### config.mk
export PLATFORM = sky130hd
export DESIGN_NAME = camera_sequencer
export DESIGN_NICKNAME = d
export VERILOG_FILES = /design/src/rtl/camera_sequencer_pkg.sv /design/src/rtl/camera_sequencer_exp_counter.sv /design/src/rtl/camera_sequencer.sv
export SDC_FILE = /design/constraint.sdc
export NUM_CORES = 1
export LEC_CHECK = 0
export BUFFER_PORTS_ARGS = -buffer_cell sky130_fd_sc_hd__buf_2
export CORE_UTILIZATION = 31
export DETAILED_ROUTE_END_ITERATION = 8
export HOLD_SLACK_MARGIN = 0.1
export SLEW_MARGIN = 5
export SYNTH_ARGS = -nofsm -noshare
export SYNTH_HDL_FRONTEND = slang
export SYNTH_SLANG_ARGS = --single-unit
### constraint.sdc
create_clock -name Clk -period 2.6 [get_ports Clk]
set_input_delay 0 -clock Clk [delete_from_list [all_inputs] [get_ports Clk]]
set_output_delay 0 -clock Clk [all_outputs]
set_load 0.02 [all_outputs]
### src/rtl/camera_sequencer_pkg.sv
// Shared definitions for the camera sequencer: the capture state encoding,
// exposure-time limits and the exposure clamping helper.
package camera_sequencer_pkg;

    localparam int EXP_W = 5;

    localparam logic [EXP_W-1:0] EXP_MIN     = 5'd2;
    localparam logic [EXP_W-1:0] EXP_MAX     = 5'd30;
    localparam logic [EXP_W-1:0] EXP_DEFAULT = 5'd10;

    typedef enum logic [2:0] {
        ST_IDLE   = 3'd0,
        ST_ERASE  = 3'd1,
        ST_EXPOSE = 3'd2,
        ST_RD1    = 3'd3,
        ST_RD2    = 3'd4,
        ST_RD3    = 3'd5,
        ST_RD4    = 3'd6,
        ST_DONE   = 3'd7
    } state_t;

    // Restrict a requested exposure to the supported window [EXP_MIN, EXP_MAX].
    function automatic logic [EXP_W-1:0] clamp_exp(input logic [EXP_W-1:0] v);
        logic [EXP_W-1:0] r;
        if (v < EXP_MIN) begin
            r = EXP_MIN;
        end else if (v > EXP_MAX) begin
            r = EXP_MAX;
        end else begin
            r = v;
        end
        return r;
    endfunction

endpackage

### src/rtl/camera_sequencer_exp_counter.sv
// exp_counter: loadable down-counter that times the exposure phase.
// Ports:
//   Clk, Reset  - clock and asynchronous active-high reset
//   load        - load load_val this cycle (takes priority over dec)
//   load_val    - value to load
//   dec         - decrement by one this cycle
//   tc          - terminal count, high while the count is zero
module exp_counter
    import camera_sequencer_pkg::*;
(
    input  logic             Clk,
    input  logic             Reset,
    input  logic             load,
    input  logic [EXP_W-1:0] load_val,
    input  logic             dec,
    output logic             tc
);

    logic [EXP_W-1:0] count_q;
    logic [EXP_W-1:0] count_d;

    // Next count: load wins over decrement, otherwise hold.
    always_comb begin
        count_d = count_q;
        if (load) begin
            count_d = load_val;
        end else if (dec) begin
            count_d = count_q - 5'd1;
        end else begin
            count_d = count_q;
        end
    end

    // Count register.
    always_ff @(posedge Clk or posedge Reset) begin
        if (Reset) begin
            count_q <= 5'd0;
        end else begin
            count_q <= count_d;
        end
    end

    assign tc = (count_q == 5'd0);

endmodule

### src/rtl/camera_sequencer.sv
// camera_sequencer: drives one pixel-array capture cycle
// (erase, expose for N cycles, read two rows with ADC conversions, done).
// Ports:
//   Clk, Reset        - clock and asynchronous active-high reset
//   Init, Abort       - capture request / cancel request (level sampled)
//   Exp_time[4:0]     - requested exposure length in cycles, clamped to [2,30]
//   Erase, Expose     - pixel-array controls, active-high
//   NRE_1, NRE_2      - row read enables, active-low
//   ADC               - convert strobe, active-high
//   Busy, Done        - status: busy outside IDLE, one-cycle completion pulse
// All outputs are flops decoded from the next state so they change on the same
// edge as the state register.
module camera_sequencer
    import camera_sequencer_pkg::*;
(
    input  logic             Clk,
    input  logic             Reset,
    input  logic             Init,
    input  logic             Abort,
    input  logic [EXP_W-1:0] Exp_time,
    output logic             Erase,
    output logic             Expose,
    output logic             NRE_1,
    output logic             NRE_2,
    output logic             ADC,
    output logic             Busy,
    output logic             Done
);

    state_t           state_q, state_d;
    logic [EXP_W-1:0] exp_q, exp_d;
    logic             erase_q, erase_d;
    logic             expose_q, expose_d;
    logic             nre_1_q, nre_1_d;
    logic             nre_2_q, nre_2_d;
    logic             adc_q, adc_d;
    logic             busy_q, busy_d;
    logic             done_q, done_d;
    logic             cnt_load_s;
    logic             cnt_dec_s;
    logic             cnt_tc_s;

    exp_counter u_exp_counter (
        .Clk      (Clk),
        .Reset    (Reset),
        .load     (cnt_load_s),
        .load_val (exp_q - 5'd1),
        .dec      (cnt_dec_s),
        .tc       (cnt_tc_s)
    );

    // Next-state logic; Abort overrides every transition outside IDLE.
    always_comb begin
        state_d    = state_q;
        exp_d      = exp_q;
        cnt_load_s = 1'b0;
        cnt_dec_s  = 1'b0;
        case (state_q)
            ST_IDLE: begin
                if (Init && !Abort) begin
                    state_d = ST_ERASE;
                    exp_d   = clamp_exp(Exp_time);
                end else begin
                    state_d = ST_IDLE;
                end
            end
            ST_ERASE: begin
                // Counter holds N-1 so EXPOSE lasts N cycles ending at zero.
                state_d    = ST_EXPOSE;
                cnt_load_s = 1'b1;
            end
            ST_EXPOSE: begin
                if (cnt_tc_s) begin
                    state_d = ST_RD1;
                end else begin
                    cnt_dec_s = 1'b1;
                end
            end
            ST_RD1:  state_d = ST_RD2;
            ST_RD2:  state_d = ST_RD3;
            ST_RD3:  state_d = ST_RD4;
            ST_RD4:  state_d = ST_DONE;
            ST_DONE: state_d = ST_IDLE;
            default: state_d = ST_IDLE;
        endcase
        if (Abort && (state_q != ST_IDLE)) begin
            state_d    = ST_IDLE;
            cnt_load_s = 1'b0;
            cnt_dec_s  = 1'b0;
        end else begin
            state_d = state_d;
        end
    end

    // Output decode from the next state, so the registered outputs track state.
    always_comb begin
        erase_d  = (state_d == ST_ERASE);
        expose_d = (state_d == ST_EXPOSE);
        nre_1_d  = !((state_d == ST_RD1) || (state_d == ST_RD2));
        nre_2_d  = !((state_d == ST_RD3) || (state_d == ST_RD4));
        adc_d    = (state_d == ST_RD2) || (state_d == ST_RD4);
        busy_d   = (state_d != ST_IDLE);
        done_d   = (state_d == ST_DONE);
    end

    // State, latched exposure and output registers.
    always_ff @(posedge Clk or posedge Reset) begin
        if (Reset) begin
            state_q  <= ST_IDLE;
            exp_q    <= EXP_DEFAULT;
            erase_q  <= 1'b0;
            expose_q <= 1'b0;
            nre_1_q  <= 1'b1;
            nre_2_q  <= 1'b1;
            adc_q    <= 1'b0;
            busy_q   <= 1'b0;
            done_q   <= 1'b0;
        end else begin
            state_q  <= state_d;
            exp_q    <= exp_d;
            erase_q  <= erase_d;
            expose_q <= expose_d;
            nre_1_q  <= nre_1_d;
            nre_2_q  <= nre_2_d;
            adc_q    <= adc_d;
            busy_q   <= busy_d;
            done_q   <= done_d;
        end
    end

    assign Erase  = erase_q;
    assign Expose = expose_q;
    assign NRE_1  = nre_1_q;
    assign NRE_2  = nre_2_q;
    assign ADC    = adc_q;
    assign Busy   = busy_q;
    assign Done   = done_q;

endmodule

==> flow_summary.yaml, run 1 <==
place:
  gp_congestion: 0.814
  io_buffers: 15
  dp_hpwl_mm: 1.51
  detailed_place.area_um2: 1170
clock_tree:
  cts_max_path_buffers: 2
  clk_pin_slew_ns: 0.11
  cts_sinks: 20
  numCtsBuffers: 3
  postCtsSetupBuffers: 0
  cts_tree: "done"
  ctsResizeCount: 0
  clk_latency_ns: 0.30
  cts.htree.levels: 1
  cts_root_buf: "clkbuf_4"
critical_path:
  cp_max_fo: 10
  reg2regPathDepth: 7
  crit_buf_inv: 0
  critical_path_arrival_ns: 2.51
  r2r_setup_slack_ns: 0.28
  cp-end-kind: "register"
  worstReg2RegStart: "state_q[2]$_DFF_PP0_"
  required_ns: 2.79
  path_class: "register to register"
  critPathMaxStageDelay_ns: 0.58
  cp-start-kind: "register"
  crit_family: "simple AND/OR/NAND/NOR gates"
  setup.worst_path.start: "state_q[2]$_DFF_PP0_"
  r2r_end: "u_exp_counter.count_q[4]$_DFFE_PP0P_"
  crit_chain: "or4b_4, mux2i_1, ha_1, nor3b_1, xnor2_1, nor2_1, a311o_1"
  cp_slowest_cell: "or4b_4"
  crit_end: "u_exp_counter.count_q[4]$_DFFE_PP0P_"
  cp.depth: 7
floorplanning:
  io_pins: 16
  initial_core_util_pct: 33.7
  die_h_um: 60.5
  die_area_um2: 3660
  die_w_um: 60.5
  fp.coreArea_um2: 3150
  num_rows: 20
synthesis:
  yosysWarnings: 0
  ys_seq_area_share_pct: 47.6
  synth_fp_nets: 116
  synth_cells: 106
  synth_area_um2: 1060
  synthArstFlopShare_pct: 100
  ys_ff_latch: 20
  netlist-cell-type-count: 38
  synth-main-ff-cell: "dfrtp_1"
  synth_edf_count: 0
  syn_area_per_cell_um2: 10.0
drt:
  dr.first_iter.drc_count: 13
  drt-total-wl_mm: 2.11
  wl_per_cell_um: 12.2
  drc: 0
  avgViaCountPerCell: 4.89
  ant_nets: 0
  firstDrtPassIters: 4
  vias: 846
sta:
  setup_tns_ns: 0
  drv_slew: 0
  finalSetupViolCount: 0
  hold_viol: 0
  clock_skew_ns: 0.00657
  period_needed_ns: 2.32
  worst_pin_slew_ns: 0.751
  grt_setup_unrepaired: "false"
  slew_headroom_pct: 49.9
  fmax_mhz: 430
  min_period_over_period_pct: 89.4
final_layout:
  antenna_cells: 0
  drive_above_1_share_pct: 25.6
  fin_area_um2: 1280
  final_nets: 140
  utilization_pct: 40.7
  syn_to_final_growth_pct: 20.9
grt:
  grt_usage_pct: 14.3
  grt_max_degree: 21
  overflow: 0
  antenna_found_initial: 0
  grt_pass1_wl_mm: 3.88
  grt_pass1_vias: 847
status:
  status: "complete, no violations"
min_path:
  min_path_type: "input port to register"
job:
  maxCapViolCount: 0
pwr:
  p_leak_nw: 0.555
  ir_drop_v: 0.000317
  power_density_nw_per_um2: 750
==> cells in the final DEF (no fill, tap or decap), types with 4 or more instances in the layout <==
cell type       n
dfrtp_1        16
a21oi_1         4
nor2_1          8
nand3_1         4
dfstp_2         4
o21ai_0         6
nor3_1          5
nand2_1        10
dlygate4sd3_1   8
buf_2          15
==> synthesized netlist by cell type, types with 3 or more instances <==
cell type,n,area [µm²]
nor2_1,8,30.0
nor3b_1,3,22.5
nand3_1,4,20.0
a21oi_1,4,20.0
dfstp_2,4,105
dfrtp_1,16,400
o21ai_0,6,30.0
inv_1,3,11.3
nand2_1,10,37.5
nor3_1,5,25.0
xnor2_1,3,26.3
mux2_2,3,33.8
==> routing by layer <==
layer  global-route usage, %  vias to the layer above  part of all wire, %
li1                        -                      418                    -
met1                    17.9                      404                   46
met2                    25.3                       24                   49
met3                    3.84                        0                  4.3
met4                    1.95                        0                    0
met5                       0                        -                    0
==> worst register-to-register path, delay by kind of cell (launching register included) <==
kind,cells,cell delay (ns)
adder cells (fa/ha/maj),1,0.19
XOR/XNOR,1,0.15
flip-flops,1,0.50
AND/OR/NAND/NOR,3,0.86
AO/OA/AOI/OAI,1,0.30
multiplexers,1,0.20
==> flip-flops by register name, indices dropped and copies added (netlist names) <==
name and cells:
exp_q 5, u_exp_counter.count_q 5, state_q 3, ADC 1, Busy 1, Done 1
Erase 1, Expose 1, NRE_1 1, NRE_2 1
==> final cells by class <==
class | count | area, µm²
multi-input combinational | 76 | 497
fill | 332 | 1870
tap | 44 | 55.1
clock buffer | 4 | 36.3
sequential | 20 | 505
timing repair buffer | 26 | 178
inverter | 3 | 11.3
==> where the power goes <==
part	internal [mW]	total [mW]	switching [mW]
clock network	0.0854	0.178	0.0927
registers	0.383	0.455	0.0715
logic	0.154	0.329	0.175
total	0.623	0.962	0.339
==> logic make-up after synthesis <==
family	Yosys count	synth area share (%)
simple gates	44	23.6
compound gates	21	12.9
flops	20	47.6
mux	5	5.07
xor+xnor	5	4.13
buf+inv	10	5.54
fa+ha+maj	1	1.18
==> stage by stage <==
stage,power [mW],hold slack (ns),setup slack [ns],instances
floorplan,0.692,-0.0391,0.227,106
global route,1.06,0.166,0.135,173
CTS,0.977,0.108,0.261,173
finish,0.962,0.156,0.277,173
detailed placement,0.781,0.186,0.291,161
global placement,0.763,0.162,0.379,161
==> how the worst min path moves through the flow <==
stage | startpoint | end | slack [ns] | cells after the start
after global routing | Init | Busy$_DFF_PP0_ | 0.17 | 3
final | Init | Busy$_DFF_PP0_ | 0.16 | 3
after global placement | Reset | Erase$_DFF_PP0_ | 0.16 | 2
after floorplan | Reset | ADC$_DFF_PP0_ | -0.04 | 1
after detailed placement | Reset | Erase$_DFF_PP0_ | 0.19 | 2
after CTS | Init | Busy$_DFF_PP0_ | 0.11 | 3
==> what timing repair did <==
action,4_1_cts,5_1_grt
endpoints found under the setup margin,0,0
hold buffers,8,0
endpoints found under the hold margin,28,0
(Power assumes the default switching activity.)
==> run 2: changes to the inputs <==
--- a/config.mk
+++ b/config.mk
@@ -6,9 +6,12 @@
 export NUM_CORES = 1
 export LEC_CHECK = 0
 export BUFFER_PORTS_ARGS = -buffer_cell sky130_fd_sc_hd__buf_2
+export CELL_PAD_IN_SITES_DETAIL_PLACEMENT = 0
+export CELL_PAD_IN_SITES_GLOBAL_PLACEMENT = 2
 export CORE_UTILIZATION = 31
 export DETAILED_ROUTE_END_ITERATION = 8
 export HOLD_SLACK_MARGIN = 0.1
+export PLACE_DENSITY_LB_ADDON = 0.1
 export SLEW_MARGIN = 5
 export SYNTH_ARGS = -nofsm -noshare
 export SYNTH_HDL_FRONTEND = slang
==> constraint.sdc (replaced) <==
create_clock -name Clk -period 2.6 [get_ports Clk]
set_input_delay 0.13 -clock Clk [delete_from_list [all_inputs] [get_ports Clk]]
set_output_delay 0.13 -clock Clk [all_outputs]
set_load 0.1 [all_outputs]
==> run 2 against run 1 <==
Count of clock-buffer cells in the layout unchanged. Combinational power up 12%. Sequential power about the same. Critical path depth up 2. Final area down 1.8%. Hold slack worse by 0.0040 ns. Final cell count down 0.58%. Fmax down 0.60%. Non-clock buffer count down 1. Routed wire length up 9.2%. First-iteration DRC count rose to 3.0 times the previous value.
==> flow_summary.yaml, run 2 (synthesis results as in run 1) <==
final_layout:
  final_common_cell: "dfrtp_1"
  final_nets: 139
  final_cell_mix: "dfrtp_1, buf_2, nand2_1, nor2_1"
  reg_top3: "exp_q: 5 flops, u_exp_counter.count_q: 5 flops, state_q: 3 flops"
  fill_cells: 341
  drive_above_1_share_pct: 25.8
  fin_area_um2: 1260
  syn_to_final_growth_pct: 18.8
  antenna_cells: 0
  utilization_pct: 40.0
pwr:
  p_leak_nw: 0.547
  ir_drop_v: 0.000467
  power_density_nw_per_um2: 781
sta:
  fmax_mhz: 428
  setup_tns_ns: 0
  clock_skew_ns: 0.00388
  setup_slack_ns: 0.263
  period_needed_ns: 2.34
  slew_headroom_pct: 47.6
  hold_viol: 0
  min_period_over_period_pct: 89.9
  worst_pin_slew_ns: 0.785
  grt_setup_unrepaired: "false"
  finalSetupViolCount: 0
  drv_slew: 0
floorplanning:
  fp.coreArea_um2: 3150
  die_area_um2: 3660
  die_h_um: 60.5
  die_w_um: 60.5
  io_pins: 16
  initial_core_util_pct: 33.7
  num_rows: 20
drt:
  dr.first_iter.drc_count: 39
  avgViaCountPerCell: 4.86
  drc: 0
  wl_per_cell_um: 13.4
  firstDrtPassIters: 5
  ant_nets: 0
  drt-total-wl_mm: 2.30
  vias: 836
grt:
  grt_usage_pct: 15.0
  grt_pass1_wl_mm: 3.96
  overflow: 0
  antenna_found_initial: 0
  grt_pass1_vias: 794
  grt_max_degree: 21
critical_path:
  reg2regPathDepth: 7
  cp-start-kind: "input port"
  cp-end-kind: "register"
  required_ns: 2.80
  cp_max_fo: 10
  critical_path_arrival_ns: 2.54
  path_class: "input port to register"
clock_tree:
  cts.htree.levels: 1
  cts_sinks: 20
  clk_pin_slew_ns: 0.12
  cts_tree: "done"
  clk_latency_ns: 0.30
  postCtsSetupBuffers: 0
  cts_max_path_buffers: 2
  numCtsBuffers: 3
  cts_root_buf: "clkbuf_4"
  ctsResizeCount: 0
min_path:
  hold_depth: 3
  min_path_type: "input port to register"
place:
  gp_congestion: 0.769
  detailed_place.area_um2: 1170
  io_buffers: 15
  dp_hpwl_mm: 1.68
  pre_cts_ws_ns: 0.416
job:
  maxCapViolCount: 0
status:
  status: "complete, no violations"
[run 2: changes by cell type in the layout (fill, tap and decap cells not counted)]
| cell | before | now |
|---|---|---|
| buf_4 | 3 | 4 |
| clkbuf_1 | 0 | 1 |
| clkbuf_8 | 1 | 0 |
| dlygate4sd3_1 | 8 | 6 |
[run 2: worst paths after layout]
path | start | slack [ns] | endpoint
min reg2reg | exp_q[1]$_DFFE_PP1P_ | 0.52 | exp_q[1]$_DFFE_PP1P_
max in group asynchronous | Reset | 1.62 | Erase$_DFF_PP0_
min in group asynchronous | Reset | 0.50 | exp_q[4]$_DFFE_PP0P_
max | Abort | 0.26 | u_exp_counter.count_q[4]$_DFFE_PP0P_
min | Exp_time[1] | 0.15 | exp_q[1]$_DFFE_PP1P_
max reg2reg | state_q[1]$_DFF_PP0_ | 0.38 | u_exp_counter.count_q[4]$_DFFE_PP0P_
[run 2: per-stage QoR]
stage | cells | power, mW | hold WS [ns]
2_1_floorplan | 106 | 0.731 | 0.0909
3_3_place_gp | 162 | 0.826 | 0.323
3_5_place_dp | 162 | 0.827 | 0.320
4_1_cts | 172 | 1.00 | 0.137
5_1_grt | 172 | 1.07 | 0.132
6_report | 172 | 0.983 | 0.152
[run 2: repair_timing]
item | CTS | global route
setup endpoints to repair | 0 | 0
hold buffers | 6 | 0
hold endpoints to repair | 22 | 0
[run 2: where the power goes]
group	internal (mW)	switching, mW	leakage, nW	total (mW)
registers	0.383	0.0697	0.249	0.453
logic	0.152	0.218	0.283	0.370
clock network	0.0598	0.100	0.0150	0.160
[run 2: routing by layer]
metal | vias up | global-route usage [%] | wire length, µm
met1 | 403 | 21.8 | 1160
met4 | 0 | 2.92 | 21
met2 | 9 | 22.3 | 1070
met5 | - | 0 | 0
li1 | 422 | - | -
met3 | 2 | 4.48 | 54
[run 2: critical path, stage by stage]
cell and delay [ns]:
dlygate4sd3_1 0.52, buf_2 0.18, or4b_4 0.59, mux2i_1 0.18, ha_1 0.18, nor3b_1 0.24, xnor2_1 0.15, nor2_1 0.06
a311o_1 0.31
[run 2: cell type report]
cell class / count / area (µm²) / area share [%]
sequential: 20 / 505 / 40.1
multi-input combinational: 76 / 497 / 39.4
timing repair buffer: 25 / 165 / 13.1
tap: 44 / 55.1 / 4.37
clock buffer: 4 / 26.3 / 2.09
inverter: 3 / 11.3 / 0.894
==> run 3: changes to the inputs <==
--- a/config.mk
+++ b/config.mk
@@ -11,7 +11,7 @@
 export CORE_UTILIZATION = 31
 export DETAILED_ROUTE_END_ITERATION = 8
 export HOLD_SLACK_MARGIN = 0.1
-export PLACE_DENSITY_LB_ADDON = 0.1
+export PLACE_DENSITY = 0.77
 export SLEW_MARGIN = 5
 export SYNTH_ARGS = -nofsm -noshare
 export SYNTH_HDL_FRONTEND = slang
==> run 3 against run 2 <==
Routed wire length fell by 8.6%. Core utilization rose by 0.079 points. Non-clock buffer count fell by 1. Sequential power barely moved. Flip-flop and latch count did not move. Global-route usage fell by 2.1 points. Die area did not move. Clock skew fell by 0.0027 ns. Clock power rose by 16%. Worst setup slack got worse by 0.12 ns. Total power rose by 1.2%. Largest cell class unchanged. Register-to-register slack got worse by 0.11 ns.
==> flow_summary.yaml, run 3 (synthesis results as in run 1) <==
status:
  status: "complete, no violations"
floorplanning:
  fp.coreArea_um2: 3150
  die_w_um: 60.5
  die_h_um: 60.5
  num_rows: 20
  io_pins: 16
  initial_core_util_pct: 33.7
  die_area_um2: 3660
pwr:
  p_leak_nw: 0.548
  pwr-share-clk_pct: 18.6
  pwr-share-comb_pct: 35.9
  p_switching_uw: 383
  p_seq_share_pct: 45.5
  power_density_nw_per_um2: 788
  ir_drop_v: 0.000305
  internal-power_uw: 612
  total_power_uw: 995
  switching_share_pct: 38.5
sta:
  clock_skew_ns: 0.00121
  finalSetupViolCount: 0
  grt_setup_unrepaired: "false"
  period_needed_ns: 2.45
  hold_viol: 0
  min_period_over_period_pct: 94.4
  worst_pin_slew_ns: 0.753
  fmax_mhz: 407
  slew_headroom_pct: 49.8
  drv_slew: 0
  whs_ns: 0.116
  setup_tns_ns: 0
final_layout:
  antenna_cells: 0
  final_nets: 138
  final_common_cell: "dfrtp_1"
  reg_top3: "exp_q: 5 flops, u_exp_counter.count_q: 5 flops, state_q: 3 flops"
  drive_above_1_share_pct: 26.0
  syn_to_final_growth_pct: 19.0
  final_cell_mix: "dfrtp_1, buf_2, nand2_1, nor2_1"
drt:
  highest_layer: "met4"
  drc: 0
  wl_per_cell_um: 12.3
  dr_wl_met3_um: 63
  vias: 832
  firstDrtPassIters: 4
  ant_nets: 0
  m1WireLength_mm: 1.03
  dr.first_iter.drc_count: 16
  drt-total-wl_mm: 2.11
  dr_wl_met2_um: 984
  avgViaCountPerCell: 4.87
grt:
  grt_usage_pct: 12.9
  overflow: 0
  grt_pass1_wl_mm: 3.41
  antenna_found_initial: 0
  grt_max_degree: 21
  grt_pass1_vias: 758
min_path:
  min_path_type: "input port to register"
  hold_start: "Exp_time[1]"
  min_to: "exp_q[1]$_DFFE_PP1P_"
  hold_depth: 3
clock_tree:
  cts_sinks: 20
  numCtsBuffers: 3
  cts_root_buf: "clkbuf_4"
  clk_pin_slew_ns: 0.11
  clk_latency_ns: 0.30
  cts.htree.levels: 1
  cts_tree: "done"
  ctsResizeCount: 0
  cts_max_path_buffers: 2
critical_path:
  critPathMaxStageDelay_ns: 0.59
  crit_chain: "dlygate4sd3_1, buf_2, or4b_4, mux2i_1, ha_1, nor3b_1, xnor2_1, nor2_1, a311o_1"
  crit_family: "simple AND/OR/NAND/NOR gates"
  required_ns: 2.80
  crit_buf_inv: 2
  cp_slowest_cell: "or4b_4"
  reg2regPathDepth: 7
  path_class: "input port to register"
  cp_max_fo: 10
  worstReg2RegStart: "state_q[1]$_DFF_PP0_"
  critical_path_arrival_ns: 2.65
  cp-start-kind: "input port"
  r2r_setup_slack_ns: 0.27
  r2r_end: "u_exp_counter.count_q[4]$_DFFE_PP0P_"
  cp-end-kind: "register"
place:
  gp_congestion: 0.834
  dp_hpwl_mm: 1.47
  io_buffers: 15
job:
  maxCapViolCount: 0
run 3: cell count changes in the layout (fill, tap and decap cells not counted), sizes merged:
| cell | change |
|---|---|
| buf | -1 |
run 3: routing by layer:
metal  vias up  global-route usage (%)
li1        422                       -
met1       386                    15.9
met2        20                    21.0
met3         4                    2.56
met4         0                    7.47
met5         -                       0
run 3: power by group through the flow:
stage                     clock network (mW)  logic, mW  registers (mW)
final                                  0.185      0.358           0.452
after global placement                     0      0.349           0.457
after detailed placement                   0      0.352           0.459
after global routing                   0.208      0.396           0.462
after CTS                              0.194      0.360           0.452
after floorplan                            0      0.242           0.488
run 3: worst max path at each step:
stage	start	end	slack (ns)	cells past startpoint
6_report	Abort	u_exp_counter.count_q[4]$_DFFE_PP0P_	0.15	9
2_1_floorplan	state_q[1]$_DFF_PP0_	u_exp_counter.count_q[4]$_DFFE_PP0P_	0.23	9
4_1_cts	Abort	u_exp_counter.count_q[4]$_DFFE_PP0P_	0.15	9
5_1_grt	Abort	u_exp_counter.count_q[4]$_DFFE_PP0P_	0.02	9
3_5_place_dp	state_q[1]$_DFF_PP0_	u_exp_counter.count_q[4]$_DFFE_PP0P_	0.28	7
3_3_place_gp	state_q[1]$_DFF_PP0_	u_exp_counter.count_q[4]$_DFFE_PP0P_	0.34	7
run 3: layout make-up:
type / instances / area, µm²
flip-flops and latches: 20 / 505
multi-input cells: 76 / 497
repair buffers: 24 / 158
inverters: 3 / 11.3
clock buffers: 4 / 36.3
fillers: 331 / 1890
well taps: 44 / 55.1
run 3: worst register-to-register path: stages (launching register included):
cell,delay (ns)
dfrtp_1,0.39
or4b_4,0.60
mux2i_1,0.18
ha_1,0.28
nor3b_1,0.25
xnor2_1,0.15
nor2_1,0.06
a311o_1,0.31
run 3: stage by stage:
stage               setup slack [ns]  util [%]  instances  cell area (µm²)
floorplan                      0.227         -        106             1060
global placement               0.342      37.0        161             1170
detailed placement             0.280      37.0        161             1170
CTS                            0.147      40.0        171             1260
global route                  0.0191      40.0        171             1260
finish                         0.146      40.0        171             1260
run 3: repair_timing:
| action | 4_1_cts | 5_1_grt |
|---|---|---|
| hold buffers | 6 | 0 |
| buffers inserted | 0 | 0 |
| hold endpoints to repair | 24 | 0 |
